--- src/rtl/video_mode_ctrl.sv ---
// Sequences PAL/NTSC and scandouble changes into mycore at vblank, pulses the core reset,
// waits for the raster to settle, and frame-aligns the R/G/B enables.
module video_mode_ctrl #(
  parameter int RST_CYCLES    = 16,
  parameter int SETTLE_FRAMES = 2,
  parameter int VBL_TIMEOUT   = 2000000
) (
  input  logic       clk,
  input  logic       reset_n,
  input  logic       pal_req,
  input  logic       scandouble_req,
  input  logic [1:0] col_sel,
  input  logic       joy_en,
  input  logic [2:0] joy_rgb,
  input  logic       vblank,
  input  logic       vsync,
  output logic       pal,
  output logic       scandouble,
  output logic       core_reset,
  output logic [2:0] rgb_en,
  output logic       busy,
  output logic       timeout_err
);

  localparam int CNT_W = $clog2(RST_CYCLES) + 1;
  localparam int FRM_W = $clog2(SETTLE_FRAMES) + 1;
  localparam int TMR_W = $clog2(VBL_TIMEOUT) + 1;
  localparam logic [CNT_W-1:0] CNT_LAST = CNT_W'(RST_CYCLES - 1);
  localparam logic [FRM_W-1:0] FRM_LAST = FRM_W'(SETTLE_FRAMES - 1);
  localparam logic [TMR_W-1:0] TMR_LAST = TMR_W'(VBL_TIMEOUT - 1);

  typedef enum logic [1:0] {IDLE, WAIT_VBL, RST_CORE, SETTLE} state_t;

  state_t           state;
  logic [1:0]       pend;
  logic [CNT_W-1:0] cnt;
  logic [FRM_W-1:0] frames;
  logic [TMR_W-1:0] timer;
  logic             vblank_q, vsync_q;
  logic             vbl_rise, vs_rise;
  logic [2:0]       rgb_q, target;
  logic [1:0]       req, applied;

  assign vbl_rise = vblank & ~vblank_q;
  assign vs_rise  = vsync & ~vsync_q;
  assign req      = {pal_req, scandouble_req};
  assign applied  = {pal, scandouble};

  always_comb begin
    target = 3'b111;
    if (joy_en) begin
      target = joy_rgb;
    end else begin
      case (col_sel)
        2'd1:    target = 3'b001;
        2'd2:    target = 3'b010;
        2'd3:    target = 3'b100;
        default: target = 3'b111;
      endcase
    end
  end

  // The picture is blanked while the core is held in reset or still settling.
  assign rgb_en = (state == RST_CORE || state == SETTLE) ? 3'b000 : rgb_q;

  always_ff @(posedge clk or negedge reset_n) begin
    if (!reset_n) begin
      state       <= RST_CORE;
      pal         <= 1'b0;
      scandouble  <= 1'b0;
      core_reset  <= 1'b1;
      busy        <= 1'b1;
      timeout_err <= 1'b0;
      rgb_q       <= 3'b111;
      pend        <= 2'b00;
      cnt         <= '0;
      frames      <= '0;
      timer       <= '0;
      vblank_q    <= 1'b0;
      vsync_q     <= 1'b0;
    end else begin
      vblank_q <= vblank;
      vsync_q  <= vsync;
      if (vbl_rise) rgb_q <= target;

      case (state)
        IDLE: begin
          if (req != applied) begin
            pend  <= req;
            timer <= '0;
            busy  <= 1'b1;
            state <= WAIT_VBL;
          end
        end

        WAIT_VBL: begin
          pend  <= req;
          timer <= (timer == '1) ? timer : timer + TMR_W'(1);
          // A request that reverts to the applied mode cancels without touching the core.
          if (req == applied) begin
            timer <= '0;
            busy  <= 1'b0;
            state <= IDLE;
          end else if (vbl_rise || timer == TMR_LAST) begin
            {pal, scandouble} <= pend;
            core_reset        <= 1'b1;
            cnt               <= '0;
            timer             <= '0;
            state             <= RST_CORE;
            if (!vbl_rise) timeout_err <= 1'b1;
          end
        end

        RST_CORE: begin
          if (cnt == CNT_LAST) begin
            core_reset <= 1'b0;
            frames     <= '0;
            timer      <= '0;
            state      <= SETTLE;
          end else begin
            cnt <= (cnt == '1) ? cnt : cnt + CNT_W'(1);
          end
        end

        SETTLE: begin
          if (vs_rise) begin
            timer <= '0;
            if (frames == FRM_LAST) begin
              busy  <= 1'b0;
              state <= IDLE;
            end else begin
              frames <= (frames == '1) ? frames : frames + FRM_W'(1);
            end
          end else if (timer == TMR_LAST) begin
            timer       <= '0;
            busy        <= 1'b0;
            timeout_err <= 1'b1;
            state       <= IDLE;
          end else begin
            timer <= (timer == '1) ? timer : timer + TMR_W'(1);
          end
        end
      endcase
    end
  end

endmodule

--- config.mk ---
export PLATFORM = sky130hd
export DESIGN_NAME = video_mode_ctrl
export DESIGN_NICKNAME = d
export VERILOG_FILES = /design/src/rtl/video_mode_ctrl.sv
export SDC_FILE = /design/constraint.sdc
export NUM_CORES = 1
export LEC_CHECK = 0
export CORE_MARGIN = 4
export CORE_UTILIZATION = 47
export DETAILED_ROUTE_END_ITERATION = 6
export PLACE_DENSITY_LB_ADDON = 0.3
export SLEW_MARGIN = 40
export SYNTH_ARGS = -nofsm -noshare
export SYNTH_HDL_FRONTEND = slang
export SYNTH_SLANG_ARGS = --single-unit
--- constraint.sdc ---
create_clock -name clk -period 2.9 [get_ports clk]
set_input_delay 0.58 -clock clk [delete_from_list [all_inputs] [get_ports clk]]
set_output_delay 0.58 -clock clk [all_outputs]
set_load 0.02 [all_outputs]
== Yosys cells after proc, flatten, opt, wreduce, memory -nomap -nowiden ==
Index checks and enable logic that the tools add are counted.
Storage, ports and cells
  flip-flop bits (word level): 43
  latch bits: 0
  bits in writable memories: 0
  bits in read-only memories: 0
  input bits: 12
  memories: 0
Cells by class
  add/subtract/negate cells: 3
  multipliers: 0
  divide/modulo/power cells: 0
  magnitude comparators: 0
  equality and inequality tests: 30
  shift-type cells: 0
  multiplexer cells: 47
  bitwise operators: 5
  reduce and logical (&&, ||, !) cells: 17
Operators with widths (number)
  22-bit 2-to-1 mux: 7
  22-bit case mux with 4 select lines: 1
  2-bit 2-to-1 mux: 12
  22-bit by 1-bit adder with 22-bit output, second input constant: 1
  22-bit by 21-bit == test with 1-bit output, second input constant: 1
  22-bit == test, second input constant: 1
  2-bit inequality test, second input constant: 11
  5-bit 2-to-1 mux: 4
  5-bit AND reduction: 4
  1-bit 2-to-1 mux: 13
  2-bit == test, second input constant: 5
  5-bit case mux with 2 select lines: 1
  3-bit case mux with 3 select lines: 1
  2-bit case mux with 2 select lines: 2
  2-bit case mux with 4 select lines: 1
  2-bit nonzero test: 4
  2-bit by 1-bit == test with 1-bit output, second input constant: 3
  3-bit 2-to-1 mux: 2
  3-bit by 2-bit inequality test with 1-bit output, second input constant: 2
  6-bit AND reduction: 1
  5-bit by 1-bit adder with 5-bit output, second input constant: 1
  5-bit by 4-bit == test with 1-bit output, second input constant: 1
  5-bit == test, second input constant: 1
  2-bit by 1-bit inequality test with 1-bit output, second input constant: 2
  14 further kinds: 20

== Longest topological paths before layout ==
  depth after elaboration: 6
  mapped depth: 11

== Least setup slack after synthesis ==
No wires, ideal clock.
  kind: register to register
  start point: register cnt[0]
  end point: register with a tool-made name
  library setup time: 0.082 ns
  data arrival time: 2.096 ns
  required time: 2.818 ns
  path slack: 0.722 ns
  stages on the path, launching flop included: 10
  buffers on the path: 2
  cell sequence: dfrtp_1 > ha_1 > and3_1 > ha_1 > clkbuf_1 > nand2b_1 > o31ai_1 > buf_2 > nor4_1 > mux2_2
RTL lines
  from (decl): line 36  | logic [CNT_W-1:0] cnt;
  from (signal assigned): line 121  | cnt <= (cnt == '1) ? cnt : cnt + CNT_W'(1);

==> flow_summary.toml <==
[global_route]
overflow = 0
grt_pass1_vias = 2244
grt_start_max_net_pins = 44
grt_pass1_wl_um = 10600
grt_antenna_before_repair = 0
grt_usage = 0.181

[drt]
drcViolationCount = 0
wl_per_cell_um = 15.9
wirelength_um = 6070
viasPerCell = 6.03
dr.pass1.iters = 4
ant_nets = 0
num_vias = 2308
drt_iter0_drc = 154

[cts]
cts_hold_buf = 0
root_buffer = "clkbuf_8"
clk_path_buf_depth = 2
post_cts_buffers = 0
clock_latency_ps = 290
cts.clk_slew.worst_paths_ps = 80
cts_made_buffers = 5
cts_tree = "yes"
clock-sinks = 43
cts_resized = 0
cts_max_level = 2

[synth]
synth_xor_area_frac = 0.0224
synth_area_sq_um = 2740
synth_cell_types = 63
synth_top_cell_by_area = "dfrtp_1"
syn_avg_cell_area_sq_um = 9.46
yosysSeqAreaShare = 0.395
synth_mux_area_frac = 0.0351
yosys_warnings = 0
ys.flop_type = "dfrtp_1"
synth_commonest_cells = "dfrtp_1 (37), nor2_1 (21), a21oi_1 (18), nand2_1 (15), o21ai_0 (15)"
synth_fp_nets = 315
synthTopCellsByArea = "dfrtp_1 (34%), ha_1 (5.9%), dfstp_2 (5.7%)"
synth_cells = 290
synth_top_family_by_area = "simple AND/OR/NAND/NOR gates"
async_reset_ff_frac = 1.00
synth_top_area_frac = 0.338
synth_fa_ha_area_frac = 0.0593
ys_ff_latch = 43
synth_compound_area_frac = 0.199
yosys.area_share.simple = 0.241
synth_edf_count = 0
yosysMostFrequentCell = "dfrtp_1"

[floorplanning]
core_area_sq_um = 5570
num_io_pins = 20
rows = 27
fp.dieH_um = 84.4
die_w_um = 84.4
start_util = 0.492
dieArea_sq_um = 7120

[final_layout]
area_growth_syn_to_layout_pct = 12.9
fin_nets = 335
final_util = 0.555
antennaDiodeCount = 0
drive_above_1_share = 0.119

[sta]
max_slew_margin = 0.557
hold_violations = 0
skew_ps = 8.84
setup_viol = 0
finalCritPeriodShare = 0.867
drv_slew = 0
final.setup.tns_ps = 0
fmax_mhz = 398
fin_crit_ps = 2510
rsz0062_at_grt = "false"
tightest_slew_ps = 660

[pwr]
ir_worst_vdd_mv = 0.616
power_density_nw_per_um2 = 731
p_leak_nw = 1.23

[place]
io_buffer_count = 19
gp_congestion = 0.804
hpwl_um = 4360

[min_path]
hold_path_class = "input port to asynchronous set/reset pin"

[critical_path]
worstSetupPathType = "flop to output port"
cp-end-kind = "output port"
crit_arrival_ps = 1930
required_ps = 2320
worstPathMaxFanout = 6
startpoint_type = "flop"

[run]
maxCapViolations = 0

[status]
status = "complete, no violations"
==> area by class of cell <==
class	instances	area, sq um
multi-input cells	221	1540
clock inverters	1	5.00
clock buffers	7	86.3
well taps	72	90.1
repair buffers	26	240
flip-flops and latches	43	1080
fillers	490	2480
inverters	13	48.8
==> final timing paths <==
path,end,slack (ps),depth (start not counted),start
max reg2reg,timer[15]$_DFFE_PN0P_,580,8,cnt[0]$_DFFE_PN0P_
min reg2reg,rgb_q[1]$_DFFE_PN1P_,480,2,rgb_q[1]$_DFFE_PN1P_
max in group asynchronous,busy$_DFFE_PN1P_,2240,1,reset_n
max,rgb_en[1],390,4,flop
min,timer[7]$_DFFE_PN0P_,270,1,reset_n
min in group clk,rgb_q[1]$_DFFE_PN1P_,480,2,rgb_q[1]$_DFFE_PN1P_
==> sequential cells by signal (all words and copies together), names as in the netlist, 2 cells and up, named ones only <==
name    cells
cnt         5
frames      2
pend        2
rgb_q       3
timer      22
==> routing by layer <==
layer,vias to the layer above,track usage,wire length [um]
met5,-,0,0
met4,0,0.0676,60
met3,4,0.0343,310
met2,64,0.291,2890
met1,1106,0.244,2810
li1,1134,-,-
==> where the power goes <==
group	internal (mW)	total (mW)	switching [mW]
Sequential	0.704	0.778	0.0743
Clock	0.192	0.391	0.199
Combinational	0.440	1.09	0.654
Total	1.34	2.26	0.927
==> layout by cell type (no fill, tap or decap), drive strengths merged, types with 4 or more instances in the layout <==
cell type / netlist / final
dfstp: 6 / 6
and4: 5 / 5
o21ai: 16 / 16
nor3: 5 / 5
nor4: 4 / 4
clkdlybuf4s50: 0 / 18
nand4: 9 / 9
or4: 5 / 5
o31ai: 7 / 7
inv: 13 / 13
a21oi: 18 / 18
a211oi: 5 / 5
dfrtp: 37 / 37
and3: 6 / 6
ha: 13 / 13
mux2: 5 / 5
or3: 4 / 4
nand2b: 10 / 10
nand2: 15 / 15
o211ai: 6 / 6
mux2i: 4 / 4
nand3: 16 / 16
xnor2: 4 / 4
clkbuf: 3 / 7
nor2: 21 / 21
buf: 10 / 8
==> cells by family after synthesis <==
kind of cell,count (synthesis)
compound gates,78
mux,9
fa+ha+maj,13
flops,43
simple gates,114
xor+xnor,7
buf+inv,26
==> metrics by stage <==
stage | cells | hold slack (ps) | instance area [sq um] | worst slack [ps] | power, mW
after floorplan | 290 | 284 | 2740 | 722 | 1.53
after global placement | 375 | 455 | 2990 | 245 | 1.83
after detailed placement | 375 | 471 | 3000 | 187 | 1.87
after CTS | 383 | 286 | 3090 | 372 | 2.27
after global routing | 383 | 308 | 3100 | 258 | 2.46
final | 383 | 265 | 3100 | 386 | 2.26
==> worst max-delay path, stage by stage (launching register included) <==
cell and delay [ps]:
dfstp_2 560, ha_1 280, nor2_1 110, and2_1 160, clkdlybuf4s50_1 540
Power figures use the tool's default switching activity.
